### src/rtl/din_capture_pkg.sv
// Shared constants and types for the digital-input capture block.
package din_capture_pkg;

    localparam logic [3:0]  ADDR_MAIN    = 4'h0;
    // Chosen to stay clear of the DOUT control offset (0x1) in the same channel block.
    localparam logic [3:0]  OFF_DIN_CTRL = 4'h2;
    localparam logic [15:0] RUN_MAX      = 16'hFFFF;

    typedef struct packed {
        logic [15:0] high_time;
        logic [15:0] low_time;
    } cap_word_t;

    function automatic logic is_din_ctrl(input logic [7:0] addr_lo, input logic [3:0] chan);
        return (addr_lo[3:0] == OFF_DIN_CTRL) && (addr_lo[7:4] == chan);
    endfunction

endpackage

### src/rtl/din_capture_if.sv
// Main register bus as seen by the capture block.
interface din_capture_if;

    logic [15:0] reg_raddr;
    logic [15:0] reg_waddr;
    logic [31:0] reg_wdata;
    logic        reg_wen;
    logic [31:0] reg_rdata;

    modport master (output reg_raddr, reg_waddr, reg_wdata, reg_wen, input reg_rdata);
    modport slave  (input reg_raddr, reg_waddr, reg_wdata, reg_wen, output reg_rdata);

endinterface

### src/rtl/din_capture_chan.sv
// One capture channel: synchronizer, glitch filter, run counter, width latches
// and stuck detection.
module din_capture_chan
    import din_capture_pkg::*;
#(
    parameter int unsigned FILT_CNT = 4
) (
    input  logic      i_clk,
    input  logic      i_rst,
    input  logic      i_din,
    input  logic      i_clr,
    output logic      o_filt,
    output cap_word_t o_word
);

    logic        r_s1, r_s2, r_filt, r_filt_d, r_primed;
    logic [15:0] r_run, r_high, r_low;
    logic        w_edge;

    always_ff @(posedge i_clk or posedge i_rst) begin
        if (i_rst) begin
            r_s1 <= 1'b0;
            r_s2 <= 1'b0;
        end else begin
            r_s1 <= i_din;
            r_s2 <= r_s1;
        end
    end

    if (FILT_CNT == 0) begin : g_nofilt
        always_ff @(posedge i_clk or posedge i_rst) begin
            if (i_rst) r_filt <= 1'b0;
            else       r_filt <= r_s2;
        end
    end else begin : g_filt
        localparam int unsigned FW = (FILT_CNT > 1) ? $clog2(FILT_CNT) : 1;
        localparam logic [FW-1:0] FCNT_LAST = FW'(FILT_CNT - 1);
        logic [FW-1:0] r_fcnt;

        always_ff @(posedge i_clk or posedge i_rst) begin
            if (i_rst) begin
                r_fcnt <= '0;
                r_filt <= 1'b0;
            end else if (r_s2 != r_filt) begin
                if (r_fcnt == FCNT_LAST) begin
                    r_filt <= r_s2;
                    r_fcnt <= '0;
                end else begin
                    r_fcnt <= r_fcnt + 1'b1;
                end
            end else begin
                r_fcnt <= '0;
            end
        end
    end

    assign w_edge = r_filt ^ r_filt_d;

    // run holds the number of cycles the current level has been held so far,
    // so at the edge that ends a phase it equals that phase's width.
    always_ff @(posedge i_clk or posedge i_rst) begin
        if (i_rst) begin
            r_filt_d <= 1'b0;
            r_primed <= 1'b0;
            r_run    <= '0;
            r_high   <= '0;
            r_low    <= '0;
        end else begin
            r_filt_d <= r_filt;
            if (i_clr) begin
                r_high   <= '0;
                r_low    <= '0;
                r_primed <= 1'b0;
                r_run    <= 16'd1;
            end else if (w_edge) begin
                r_run    <= 16'd1;
                r_primed <= 1'b1;
                if (r_primed) begin
                    if (r_filt) r_low  <= r_run;
                    else        r_high <= r_run;
                end
            end else if (r_run != RUN_MAX) begin
                r_run <= r_run + 16'd1;
            end else if (r_filt) begin
                r_high <= RUN_MAX;
            end else begin
                r_low <= RUN_MAX;
            end
        end
    end

    assign o_filt = r_filt;
    assign o_word = {r_high, r_low};

endmodule

### src/rtl/din_capture.sv
// Digital-input capture top: per-channel capture units, clear decode and
// combinational register read mux.
module din_capture
    import din_capture_pkg::*;
#(
    parameter int unsigned NUM_DIN  = 4,
    parameter int unsigned FILT_CNT = 4
) (
    input  logic               sysclk,
    input  logic               reset,
    din_capture_if.slave       bus,
    input  logic [NUM_DIN-1:0] din,
    output logic [NUM_DIN-1:0] din_filt
);

    cap_word_t          w_word [NUM_DIN];
    logic [NUM_DIN-1:0] w_clr;
    logic               w_wr_main;
    logic               w_unused;

    assign w_wr_main = bus.reg_wen && (bus.reg_waddr[15:12] == ADDR_MAIN);
    assign w_unused  = ^{bus.reg_wdata, bus.reg_waddr[11:8], bus.reg_raddr[15:8]};

    // Register channel numbers start at 1; instance k serves channel k+1.
    for (genvar k = 0; k < NUM_DIN; k++) begin : g_chan
        assign w_clr[k] = w_wr_main && is_din_ctrl(bus.reg_waddr[7:0], 4'(k + 1));

        din_capture_chan #(
            .FILT_CNT(FILT_CNT)
        ) u_chan (
            .i_clk  (sysclk),
            .i_rst  (reset),
            .i_din  (din[k]),
            .i_clr  (w_clr[k]),
            .o_filt (din_filt[k]),
            .o_word (w_word[k])
        );
    end

    always_comb begin
        bus.reg_rdata = '0;
        for (int unsigned i = 0; i < NUM_DIN; i++) begin
            if (is_din_ctrl(bus.reg_raddr[7:0], 4'(i + 1))) bus.reg_rdata = w_word[i];
        end
    end

endmodule

### src/flat_wrapper.sv
// flat-port wrapper written by rule: the top's interface ports become plain ports
module din_capture_flat import din_capture_pkg::*;
#(
    parameter int unsigned NUM_DIN  = 4,
    parameter int unsigned FILT_CNT = 4
)
  (sysclk, reset, din, din_filt, bus_reg_raddr, bus_reg_waddr, bus_reg_wdata, bus_reg_wen, bus_reg_rdata);
  din_capture_if bus_i ();
  input  logic sysclk;
  input  logic reset;
  input  logic [NUM_DIN-1:0] din;
  output logic [NUM_DIN-1:0] din_filt;
  input wire logic [$bits(bus_i.reg_raddr)-1:0] bus_reg_raddr;
  input wire logic [$bits(bus_i.reg_waddr)-1:0] bus_reg_waddr;
  input wire logic [$bits(bus_i.reg_wdata)-1:0] bus_reg_wdata;
  input wire logic [$bits(bus_i.reg_wen)-1:0] bus_reg_wen;
  output wire logic [$bits(bus_i.reg_rdata)-1:0] bus_reg_rdata;
  assign bus_i.reg_raddr = bus_reg_raddr;
  assign bus_i.reg_waddr = bus_reg_waddr;
  assign bus_i.reg_wdata = bus_reg_wdata;
  assign bus_i.reg_wen = bus_reg_wen;
  assign bus_reg_rdata = bus_i.reg_rdata;
  din_capture #(.NUM_DIN(NUM_DIN), .FILT_CNT(FILT_CNT)) u_core (.sysclk(sysclk), .reset(reset), .bus(bus_i), .din(din), .din_filt(din_filt));
endmodule
### config.mk
export PLATFORM = sky130hd
export DESIGN_NAME = din_capture_flat
export DESIGN_NICKNAME = d
export VERILOG_FILES = /design/src/rtl/din_capture_pkg.sv /design/src/rtl/din_capture_if.sv /design/src/rtl/din_capture_chan.sv /design/src/rtl/din_capture.sv /design/src/flat_wrapper.sv
export SDC_FILE = /design/constraint.sdc
export NUM_CORES = 1
export LEC_CHECK = 0
export CAP_MARGIN = 40
export CORE_ASPECT_RATIO = 0.7
export CORE_MARGIN = 2
export CORE_UTILIZATION = 50
export CTS_CLUSTER_DIAMETER = 30
export DETAILED_ROUTE_END_ITERATION = 10
export PLACE_DENSITY = 0.8
export SYNTH_ARGS = -nofsm -noshare
export SYNTH_HDL_FRONTEND = slang
export SYNTH_HIERARCHICAL = 1
export SYNTH_SLANG_ARGS = --single-unit
### constraint.sdc
create_clock -name sysclk -period 4.72 [get_ports sysclk]
set_input_delay 0.472 -clock sysclk [delete_from_list [all_inputs] [get_ports sysclk]]
set_output_delay 0.472 -clock sysclk [all_outputs]
set_load 0.05 [all_outputs]
; ---- Word-level counts from Yosys, hierarchy flattened
; Cells that the tools add are included.
[classes]
bitwise = 4
n_eq_ne = 42
n_reduce_logical = 38
n_mux = 80
n_addsub = 8
[ops]
columns = operator, count
row1 = 2-to-1 mux 16 bit, 60
row2 = 2-to-1 mux 32 bit, 4
row3 = adder 16 x 1 -> 16 bit (second input constant), 4
row4 = inequality test 16 bit (second input constant), 4
row5 = inequality test 3 bit (second input constant), 16
row6 = AND reduction 4 bit, 8
row7 = == test 4 x 2 -> 1 bit (second input constant), 6
row8 = nonzero test 3 bit, 8
row9 = 2-to-1 mux 2 bit, 8
row10 = logical AND 1 bit, 13
row11 = inequality test 3 x 2 -> 1 bit (second input constant), 4
row12 = adder 2 x 1 -> 2 bit (second input constant), 4
row13 = == test 2 bit (second input constant), 4
row14 = == test 4 x 1 -> 1 bit (second input constant), 2
row15 = == test 4 x 3 -> 1 bit (second input constant), 2
row16 = 2-to-1 mux 1 bit, 8
row17 = AND reduction 2 bit, 4
row18 = nonzero test 2 bit, 4
row19 = logical NOT 4 bit, 1
row20 = inequality test 1 bit, 4
row21 = XOR 1 bit, 4
[totals]
inputBits = 71
word_cells = 208
output_inout_bits = 36
register_bits = 220

; ---- Depth between registers and ports, before layout
[logic_depth]
word_depth = 6
ltp_mapped = 8
mapped_depth_nobuf = 6

; ---- Hierarchy
; The synthesis kept the hierarchy.
[by_module_without_submodules]
columns = module, cells_per_inst, area_per_inst_um2, instances, seq_area_each_um2
row1 = din_capture_chan (u_core.g_chan[0].u_chan ...), 284, 2728.9, 3, 1376.3
row2 = din_capture_chan (u_core.g_chan[3].u_chan), 199, 2447.3, 1, 1376.3
row3 = din_capture, 164, 1179.9, 1, 0.0

; ---- Worst setup path before layout
; No wires, ideal clock.
[synth_timing]
path_kind = input -> register
from = input bus_reg_waddr[0]
to = register u_core.g_chan[0].u_chan.r_low[15]
setup_ps = 72
t_arrival_ps = 2352
required_ps = 4648
n_path_buf = 2
path_slack_ps = 2296
path_stages = 8
path_cell_list = nor4b_2 nand4b_1 nor4bb_1 clkbuf_1 o21bai_1 clkbuf_1 nor2_1 nor2_1
[synth_via]
elab_chain_cells = 5
word_cells_on_any_way = 9
cone_classes = 5 x eq/ne / 1 x mux / 3 x reduce/logical
[synth_rtl]
columns = item, line
row1 = from (decl), flat_wrapper.sv:14  ; input wire logic [$bits(bus_i.reg_waddr)-1:0] bus_reg_waddr;
row2 = == test 4 x 2 -> 1 bit *, din_capture_pkg.sv:15  ; return (addr_lo[3:0] == OFF_DIN_CTRL) && (addr_lo[7:4] == chan);
row3 = logical AND 1 bit *, din_capture_pkg.sv:15
row4 = logical AND 1 bit *, din_capture.sv:26  ; assign w_clr[k] = w_wr_main && is_din_ctrl(bus.reg_waddr[7:0], 4'(k + 1));
row5 = named net u_core.w_clr[0], din_capture.sv:17  ; logic [NUM_DIN-1:0] w_clr;
row6 = inequality test 3 x 2 -> 1 bit (no line) or inequality test 3 bit (tied branches), n/a
row7 = AND reduction 4 bit (no line), n/a
row8 = to (signal assigned), din_capture_chan.sv:79  ; if (r_filt) r_low <= r_run;
row9 = to (decl), din_capture_chan.sv:17  ; logic [15:0] r_run, r_high, r_low;
; The timed path passes the listed nets; every way through them passes the cells marked *.
; A chain may end at the register's enable or synchronous reset.

; ---- Final worst setup path
[layout_timing]
from = input bus_reg_raddr[4]
to = output bus_reg_rdata[9]
[layout_via]
elab_chain_cells = 6
word_cells_on_any_way = 12
cone_classes = 4 x eq/ne / 4 x mux / 4 x reduce/logical
[layout_rtl]
columns = item, line
row1 = from (decl), flat_wrapper.sv:13  ; input wire logic [$bits(bus_i.reg_raddr)-1:0] bus_reg_raddr;
row2 = == test 4 x 1 -> 1 bit, din_capture_pkg.sv:15
row3 = logical AND 1 bit, din_capture_pkg.sv:15
row4 = 2-to-1 mux 32 bit (3 in series), din_capture.sv:43  ; if (is_din_ctrl(bus.reg_raddr[7:0], 4'(i + 1))) bus.reg_rdata = w_word[i];
row5 = 2-to-1 mux 32 bit *, din_capture.sv:43
row6 = to (decl), flat_wrapper.sv:17  ; output wire logic [$bits(bus_i.reg_rdata)-1:0] bus_reg_rdata;
; Mark *: on every way between the ends. The rest lies on a longest branch, timed or not.

==> flow_metrics.tcl <==
set metrics [dict create \
    antennaDiodeCount 0 \
    worstSetupEndpointType "output port" \
    post_dp_cell_area_mm2 0.0124 \
    rows 47 \
    nFillCells 1968 \
    global_route.usage.met2_pct 36.0 \
    fmax_mhz 295 \
    hold_viol 0 \
    first_global_vias 9312 \
    syn_avg_cell_area_um2 9.72 \
    drt_pass1_iterations 5 \
    register_area_mm2 0.00551 \
    critPathKind "input port to output port" \
    cap_viol_max_count 0 \
    cts_num_sinks 220 \
    clock_latency_ps 520 \
    synth-seq-area-share_pct 46.6 \
    fin_crit_ps 3390 \
    synth-warning-count 6 \
    status "complete, no violations" \
    timing.final.crit_share_pct 71.7 \
    cts-root-buf "clkbuf_16" \
    path_buf_inv 2 \
    final_area_mm2 0.0137 \
    dr.first_iter.drc_count 1196 \
    multiInputGateArea_mm2 0.00550 \
    grt_start_max_net_pins 56 \
    cts_tree "done" \
    use_met1_pct 37.6 \
    synth-main-ff-cell "dfrtp_1" \
    fin_nets 1333 \
    rsz0062_at_grt "false" \
    drive_gt1_share_pct 17.3 \
    finalWirelength_mm 31.6 \
    gp_congestion 0.924 \
    cp.required_ps 4250 \
    antenna_violating_nets_post_route 0 \
    syn_inst 1215 \
    grt-ovfl-total 0 \
    fin_skew_ps 16.4 \
    start_util_pct 50.5 \
    syn2layout_area_growth_pct 16.2 \
    setup_viol 0 \
    r2r_slack_ps 2210 \
    track_usage_pct 25.1 \
    cts_max_level 2 \
    fin_setup_tns_ps 0 \
    crit_fanout 32 \
    post-dp-hpwl_mm 21.1 \
    synth_edf_count 0 \
    worst_pin_slew_ps 987 \
    synth_nets 1294 \
    fp.dieW_um 188 \
    cpPeakStageDelay_ps 840 \
    cts_resized 0 \
    post-route-util_pct 58.7 \
    top_usage_layer "met1" \
    p_total_mw 10.3 \
    die_h_um 133 \
    hp-class "flip-flop to flip-flop" \
    ys_types 62 \
    slowest_stage "and2b_1" \
    grt_use_met3_pct 5.68 \
    ys_ff_latch 220 \
    boundaryPins 107 \
    worstPathArrival_ps 2910 \
    leakagePower_nw 5.59 \
    crit_path_cell_trace "clkdlybuf4s50_1 -> and2b_1 -> a32oi_1 -> a21oi_1 -> buf_4" \
    cts.path.max_buffers 3 \
    detail_route.wl_per_cell_um 19.7 \
    cts_hold_buffers 0 \
    cts_buffers 40 \
    crit_family "buffers and inverters" \
    ir_worst_vdd_mv 0.300 \
    post-cts-setup-buffer-count 0 \
    final_common_cell "dfrtp_1" \
    netlist_area_mm2 0.0118 \
    path_clk_slew_ps 50 \
    grt_first_pass_wirelength_mm 50.1 \
    core_area_mm2 0.0234 \
    drc 0 \
    port-buffer-count 62 \
    slew_headroom_pct 34.2 \
    maxSlewViolCount 0 \
    synth-async-reset-ratio_pct 100 \
    vias 10000 \
    dieArea_mm2 0.0249 \
    final_cell_mix "dfrtp_1, nor2_1, a21oi_1" \
    p_per_area_mw_per_mm2 751 \
    vias_per_cell 6.26 \
    grt_antenna_before_repair 0 \
    cp-start-kind "input port" \
]
## cells in the mapped netlist (7+ instances only)
library cell	instances	area (um2)
buf_6	29	327
o311ai_0	8	70.1
o21bai_1	19	143
nor3_1	16	80.1
nor2_1	218	818
dfrtp_1	220	5510
o32ai_1	96	841
a2bb2oi_1	32	280
nand4_1	8	50.1
xnor2_1	11	96.3
clkbuf_1	35	131
or3_1	9	56.3
mux2_2	36	405
o21ai_1	12	60.1
buf_2	16	80.1
and3_1	7	43.8
a21oi_1	109	546
a32oi_1	32	280
nand2_1	46	173
inv_1	55	206
or3_2	12	90.1
nand3_1	36	180
nor2b_1	13	81.3
o41ai_1	11	96.3
o21ai_0	18	90.1
a31oi_1	8	50.1
ha_1	8	100
## routing by layer
| metal | share of wire [%] | vias up | routed length, um |
|---|---|---|---|
| met5 | 0 | - | 0 |
| met3 | 9.7 | 69 | 3060 |
| li1 | - | 4610 | - |
| met4 | 2.8 | 0 | 879 |
| met2 | 43 | 495 | 13700 |
| met1 | 44 | 4861 | 13900 |
## cells by family (layout without fill, tap and decap cells)
logic type | count (synthesis) | count (layout) | synth area share [%]
simple gates | 412 | 412 | 17.2
compound gates | 370 | 370 | 22.7
flops | 220 | 220 | 46.6
buf+inv | 145 | 216 | 7.07
mux | 40 | 40 | 3.77
xor+xnor | 20 | 20 | 1.83
fa+ha+maj | 8 | 8 | 0.847
## registers in the layout (all words and copies together), names as in the netlist
signal / count
u_core/g_chan.u_chan/r_low: 64
u_core/g_chan.u_chan/r_filt_d: 4
u_core/g_chan.u_chan/g_filt.r_fcnt: 8
u_core/g_chan.u_chan/o_filt: 4
u_core/g_chan.u_chan/r_primed: 4
u_core/g_chan.u_chan/r_run: 64
u_core/g_chan.u_chan/r_high: 64
u_core/g_chan.u_chan/r_s2: 4
u_core/g_chan.u_chan/r_s1: 4
## per-stage QoR
stage	setup slack, ps	std cells	hold slack, ps
after detailed placement	1220	1530	335
after floorplan	2300	1215	331
after CTS	1430	1604	346
after global placement	1340	1524	333
after global routing	1210	1604	354
final	1330	1604	345
## worst reg2reg max path, delay by kind of cell, from the launching register on
kind | cells | cell delay, ps
compound gates | 1 | 150
simple gates | 2 | 770
xor+xnor | 1 | 620
flops | 1 | 470
buf+inv | 1 | 420
## final cells by class
class                           count  share of cell area, %
Clock inverter                     28                   2.01
Inverter                           55                   1.50
Sequential cell                   220                   40.1
Tap cell                          318                   2.90
Timing Repair Buffer               87                   5.69
Multi-Input combinational cell    850                   40.0
Clock buffer                       46                   7.76
## path summary, 6_finish.rpt
kind | startpoint | end | depth (start not counted)
max in group asynchronous | reset | u_core/g_chan[1].u_chan/r_run[5] | 3
min in group asynchronous | reset | u_core/g_chan[3].u_chan/g_filt.r_fcnt[0] | 2
worst min-delay path | u_core/g_chan[2].u_chan/r_s1 | u_core/g_chan[2].u_chan/r_s2 | 0
worst min register to register | u_core/g_chan[2].u_chan/r_s1 | u_core/g_chan[2].u_chan/r_s2 | 0
worst max register to register | u_core/g_chan[2].u_chan/o_filt | u_core/g_chan[2].u_chan/r_low[8] | 5
worst max-delay path | bus_reg_raddr[4] | bus_reg_rdata[9] | 5
## where the power goes
part	switching (mW)	leakage, nW	internal, mW
registers	0.725	2.78	2.59
clock network	1.06	0.650	1.78
logic	2.46	2.16	1.70
total	4.24	5.59	6.07
Power figures use the tool's default switching activity.
==> RTL edit 1, RTL diff (same flow settings) <==
`FILT_CNT` is set to 4 in 3 places; all go to 8.
--- a/src/rtl/din_capture_chan.sv
+++ b/src/rtl/din_capture_chan.sv
@@ -5,3 +5,3 @@
 #(
-    parameter int unsigned FILT_CNT = 4
+    parameter int unsigned FILT_CNT = 8
 ) (
--- a/src/rtl/din_capture.sv
+++ b/src/rtl/din_capture.sv
@@ -6,3 +6,3 @@
     parameter int unsigned NUM_DIN  = 4,
-    parameter int unsigned FILT_CNT = 4
+    parameter int unsigned FILT_CNT = 8
 ) (
--- a/src/flat_wrapper.sv
+++ b/src/flat_wrapper.sv
@@ -4,3 +4,3 @@
     parameter int unsigned NUM_DIN  = 4,
-    parameter int unsigned FILT_CNT = 4
+    parameter int unsigned FILT_CNT = 8
 )
Behaviour: no difference found for any inputs over 4 cycles, from zero or initial values and one cycle with reset high; that may be too few to reach the edited logic, so the function may still have changed.
==> RTL edit 1 against the unedited design <==
- clock skew rose by 0.0035 ns
- cell count decreased by 9.0%
- area after synthesis shrank 4.6%
- wire length fell by 5.8%
- sequential cell count rose by 4
- setup slack gained 0.30 ns
- design area shrank 2.7%
- die area down 4.4%
- sequential share of layout area grew 1.8 points
- via count decreased by 6.1%
- worst hold slack got worse by 0.0021 ns
- total power down 15%
- clock power is 2% lower
- highest routed layer unchanged
==> RTL edit 1: results (changes against the unedited design) <==
[status]
status=finished, final reports clean  ; unchanged

[clock_tree]
cts_buffers=38  ; was 40

[global_routing]
grt_usage_pct=25.69  ; was 25.10%
grt_pass1_vias=8764  ; was 9312
grt_pass1_wl_um=47980  ; was 50110 um

[yosys]
avgSynthCellArea_um2=10.38  ; was 9.723 um^2
synthAdderAreaFrac_pct=1.332  ; was 0.8473%
seq_area_frac_synth_pct=49.71  ; was 46.60%
yosysUniqueCellTypes=58  ; was 62
synth_area_leaders=dfrtp_1 (50%), a21oi_1 (4.7%), o22a_2 (4.3%)  ; was dfrtp_1 (47%), o32ai_1 (7.1%), nor2_1 (6.9%)
yosys-top-cells-count=dfrtp_1 (224), a21oi_1 (107), nor2_1 (72)  ; was dfrtp_1 (220), nor2_1 (218), a21oi_1 (109)
synth.net_count=1169  ; was 1294

[critical_path]
slowest_stage=clkdlybuf4s50_1  ; was and2b_1
cp_data_arrival_time_ns=2.62  ; was 2.91 ns
cp_slowest_stage_delay_ns=0.53  ; was 0.84 ns
timing.rr.start=u_core/g_chan[3].u_chan/r_run[0]  ; was u_core/g_chan[2].u_chan/o_filt
ff2ff_path_depth=6  ; was 5
endpoint=bus_reg_rdata[2]  ; was bus_reg_rdata[9]
r2r_end=u_core/g_chan[3].u_chan/r_low[7]  ; was u_core/g_chan[2].u_chan/r_low[8]
path_max_fanout=33  ; was 32

[route]
vias=9419  ; was 10040
wl_per_cell_um=20.38  ; was 19.69 um

[finish]
drive_above_1_share_pct=19.86  ; was 17.34%
fill_cells=1718  ; was 1968
synthToLayoutAreaGrowth_pct=18.51  ; was 16.20%

[power_and_ir_drop]
vdd_drop_max_mv=0.3431  ; was 0.2999 mV
p_leak_nw=5.458  ; was 5.586 nW
powerDensity_mw_per_mm2=655.5  ; was 750.8 mW/mm^2
p_comb_share_pct=30.7  ; was 40.3%
p_sw_mw=3.237  ; was 4.239 mW

[worst_hold_path]
min_from=u_core/g_chan[1].u_chan/r_s1  ; was u_core/g_chan[2].u_chan/r_s1

[timing]
fin_skew_ns=0.01990  ; was 0.01637 ns
holdWs_ns=0.3428  ; was 0.3449 ns
fin_crit_sh_pct=65.41  ; was 71.75%
slew_headroom_pct=44.84  ; was 34.23%

[place]
place_congestion=0.9666  ; was 0.9238
dp_cells=1391  ; was 1530
pre_cts_slack_ns=1.459  ; was 1.217 ns

RTL edit 1: cell count changes after synthesis, moves of 37 or more:
cell	unedited run	this run
o32ai_1	96	0
o22a_1	0	48
inv_1	55	18
nor2_1	218	72
nor2b_1	13	60
o22a_2	0	48
RTL edit 1: metal layers:
layer  share of wire [%]  up-vias  GRT usage, %
met4                 2.9        0         8.847
li1                    -     4235             -
met1                  45     4637         38.18
met5                   0        -             0
met2                  43      478         37.69
met3                 9.6       69         5.115
RTL edit 1: cell families after synthesis:
kind of cell,Yosys count
AND/OR/NAND/NOR,361
AO/OA/AOI/OAI,352
flip-flops,224
buffers and inverters,83
multiplexers,39
XOR/XNOR,15
adder cells (fa/ha/maj),12
RTL edit 1: area by class of cell:
cell class                      count  area share, %
Tap cell                          282          2.640
Sequential cell                   224          41.95
Clock inverter                     25          2.247
Multi-Input combinational cell    779          39.28
Inverter                           18         0.5056
Clock buffer                       44          7.584
Timing Repair Buffer               88          5.796
==> RTL edit 2, RTL diff (config.mk and constraints unchanged) <==
Made on the original files. Register the output `din_filt`; this adds one clock of latency there. The other outputs are not delayed to match.
--- a/src/rtl/din_capture.sv
+++ b/src/rtl/din_capture.sv
@@ -14,2 +14,4 @@
 );
+
+    logic [NUM_DIN-1:0] din_filt_d;
 
@@ -34,3 +36,3 @@
             .i_clr  (w_clr[k]),
-            .o_filt (din_filt[k]),
+            .o_filt (din_filt_d[k]),
             .o_word (w_word[k])
@@ -46,2 +48,6 @@
 
+    always_ff @(posedge sysclk) begin
+        din_filt <= din_filt_d;
+    end
+
 endmodule
Formal check against the unedited RTL: no difference found for any inputs over 4 cycles, from zero or initial values and one cycle with reset high; that may be too few to reach the edited logic, so the function may still have changed.
==> RTL edit 2 against the unedited design <==
- wire length barely moved
- worst hold slack got worse by 0.0010 ns
- area after synthesis rose by 1.3%
- cell count rose by 0.31%
- via count rose by 0.49%
- design area rose by 2.1%
- total power rose by 3.2%
- setup slack improved by 0.17 ns
- largest power group unchanged
- sequential cell count rose by 4
- sequential share of layout area fell by 0.26 points
- highest routed layer unchanged
- utilization rose by 0.80 points
- critical path depth rose by 1
==> RTL edit 2: results (changes against the unedited design) <==
[yosys]
yosysUniqueCellTypes=60  ; was 62
synth-async-reset-ratio_pct=98.21  ; was 100.0%
synth-edff-count=0  ; unchanged
yosys-top-cells-count=dfrtp_1 (220), nor2_1 (216), o32ai_1 (96)  ; was dfrtp_1 (220), nor2_1 (218), a21oi_1 (109)
seq_area_frac_synth_pct=46.68  ; was 46.60%
synth_area_leaders=dfrtp_1 (46%), o32ai_1 (7.0%), nor2_1 (6.8%)  ; was dfrtp_1 (47%), o32ai_1 (7.1%), nor2_1 (6.9%)
synthCells=1218  ; was 1215

[finish]
nMultiInputCombCells=848  ; was 850
reg.largest.list=u_core/g_chan.u_chan/r_high: 64 flops, u_core/g_chan.u_chan/r_low: 64 flops, u_core/g_chan.u_chan/r_run: 64 flops  ; unchanged
seq_area_mm2=0.005585  ; was 0.005505 mm^2
fill_cells=1907  ; was 1968
drive_above_1_share_pct=19.75  ; was 17.34%
n_all_buffers=88  ; was 87
synthToLayoutAreaGrowth_pct=17.16  ; was 16.20%
multi_input_area_mm2=0.005593  ; was 0.005497 mm^2
bufAreaShareNonClock_pct=5.480  ; was 5.687%
clock_tree_area_fraction_pct=10.48  ; was 9.770%
fin_nets=1338  ; was 1333
clock_buffers=51  ; was 46

[place]
hpwl_um=21000  ; was 21130 um
pre_cts_slack_ns=1.403  ; was 1.217 ns
dp_cells=1533  ; was 1530
dpl_cell_area_mm2=0.01255  ; was 0.01239 mm^2
place_congestion=0.9679  ; was 0.9238

[route]
wl_met3_um=3138  ; was 3064 um
drt_iter0_markers=939  ; was 1196
wl_per_cell_um=19.64  ; was 19.69 um
top_layer_used=met4  ; unchanged
wl_met2_um=13200  ; was 13730 um
routed_wirelength_um=31610  ; was 31590 um
wirelength_met1_um=14190  ; was 13910 um
routed_via_density=6.267  ; was 6.256

[clock_tree]
clock-sinks=224  ; was 220
cts_buffers=42  ; was 40

[timing]
fin_skew_ns=0.01467  ; was 0.01637 ns
slew_headroom_pct=38.38  ; was 34.23%

[critical_path]
cp_data_arrival_time_ns=2.74  ; was 2.91 ns
cp_slowest_stage_delay_ns=0.67  ; was 0.84 ns
cp_top_family=buffers and inverters  ; unchanged
path_max_fanout=24  ; was 32

[global_routing]
grtUsageMet2_pct=35.21  ; was 35.97%
grt_pass1_wl_um=50920  ; was 50110 um
grt_usage_pct=25.09  ; was 25.10%
use_met1_pct=37.75  ; was 37.61%
grt_use_met3_pct=5.980  ; was 5.676%

[worst_hold_path]
worstHoldPathType=reg2reg  ; unchanged

[power_and_ir_drop]
p_leak_nw=5.649  ; was 5.586 nW
vdd_drop_max_mv=0.3911  ; was 0.2999 mV
p_sw_mw=4.224  ; was 4.239 mW

[status]
status=finished, final reports clean  ; unchanged

==> RTL edit 2: changes by cell type after synthesis, sizes merged, moves of 2 or more <==
cell / change
clkbuf: +3
dfxtp: +4
buf: -2
nor2: -2
nor4b: +3
==> RTL edit 2: cell families (layout without fill, tap and decap cells) <==
kind of cell,after synthesis,after routing,share of synthesized area [%]
AOI/OAI and AO/OA,370,370,23.32
xor gates and xnor gates,20,20,1.809
adders and majority gates,8,8,0.8365
buffers and inverters,146,219,6.817
DFF,224,224,46.68
muxes,40,40,3.722
and+or+nand+nor,410,410,16.82
==> RTL edit 2: power by group through the flow <==
stage / logic (mW) / clock network (mW) / registers (mW)
floorplan: 3.35 / 0 / 3.11
global placement: 3.90 / 0 / 3.28
detailed placement: 4.08 / 0 / 3.30
CTS: 4.13 / 3.15 / 3.30
global route: 4.61 / 3.25 / 3.40
finish: 4.18 / 3.11 / 3.35
==> RTL edit 2: path summary, 6_finish.rpt <==
path	startpoint	endpoint	slack, ns	cells after the start
min in group asynchronous	reset	u_core/g_chan[0].u_chan/r_low[15]	0.67	3
max in group asynchronous	reset	u_core/g_chan[1].u_chan/r_s1	3.55	3
setup / recovery	bus_reg_raddr[4]	bus_reg_rdata[26]	1.51	6
hold reg to reg	u_core/g_chan[1].u_chan/r_s1	u_core/g_chan[1].u_chan/r_s2	0.34	0
hold / removal	u_core/g_chan[1].u_chan/r_s1	u_core/g_chan[1].u_chan/r_s2	0.34	0
setup reg to reg	u_core/g_chan[2].u_chan/o_filt	u_core/g_chan[2].u_chan/r_low[7]	2.26	5
==> RTL edit 2: worst reg2reg max path, stage by stage (launching register included) <==
cell     delay [ns]
dfrtp_1        0.51
xor2_2         0.62
or2_1          0.54
buf_4          0.43
o32ai_1        0.18
nor2_1         0.12
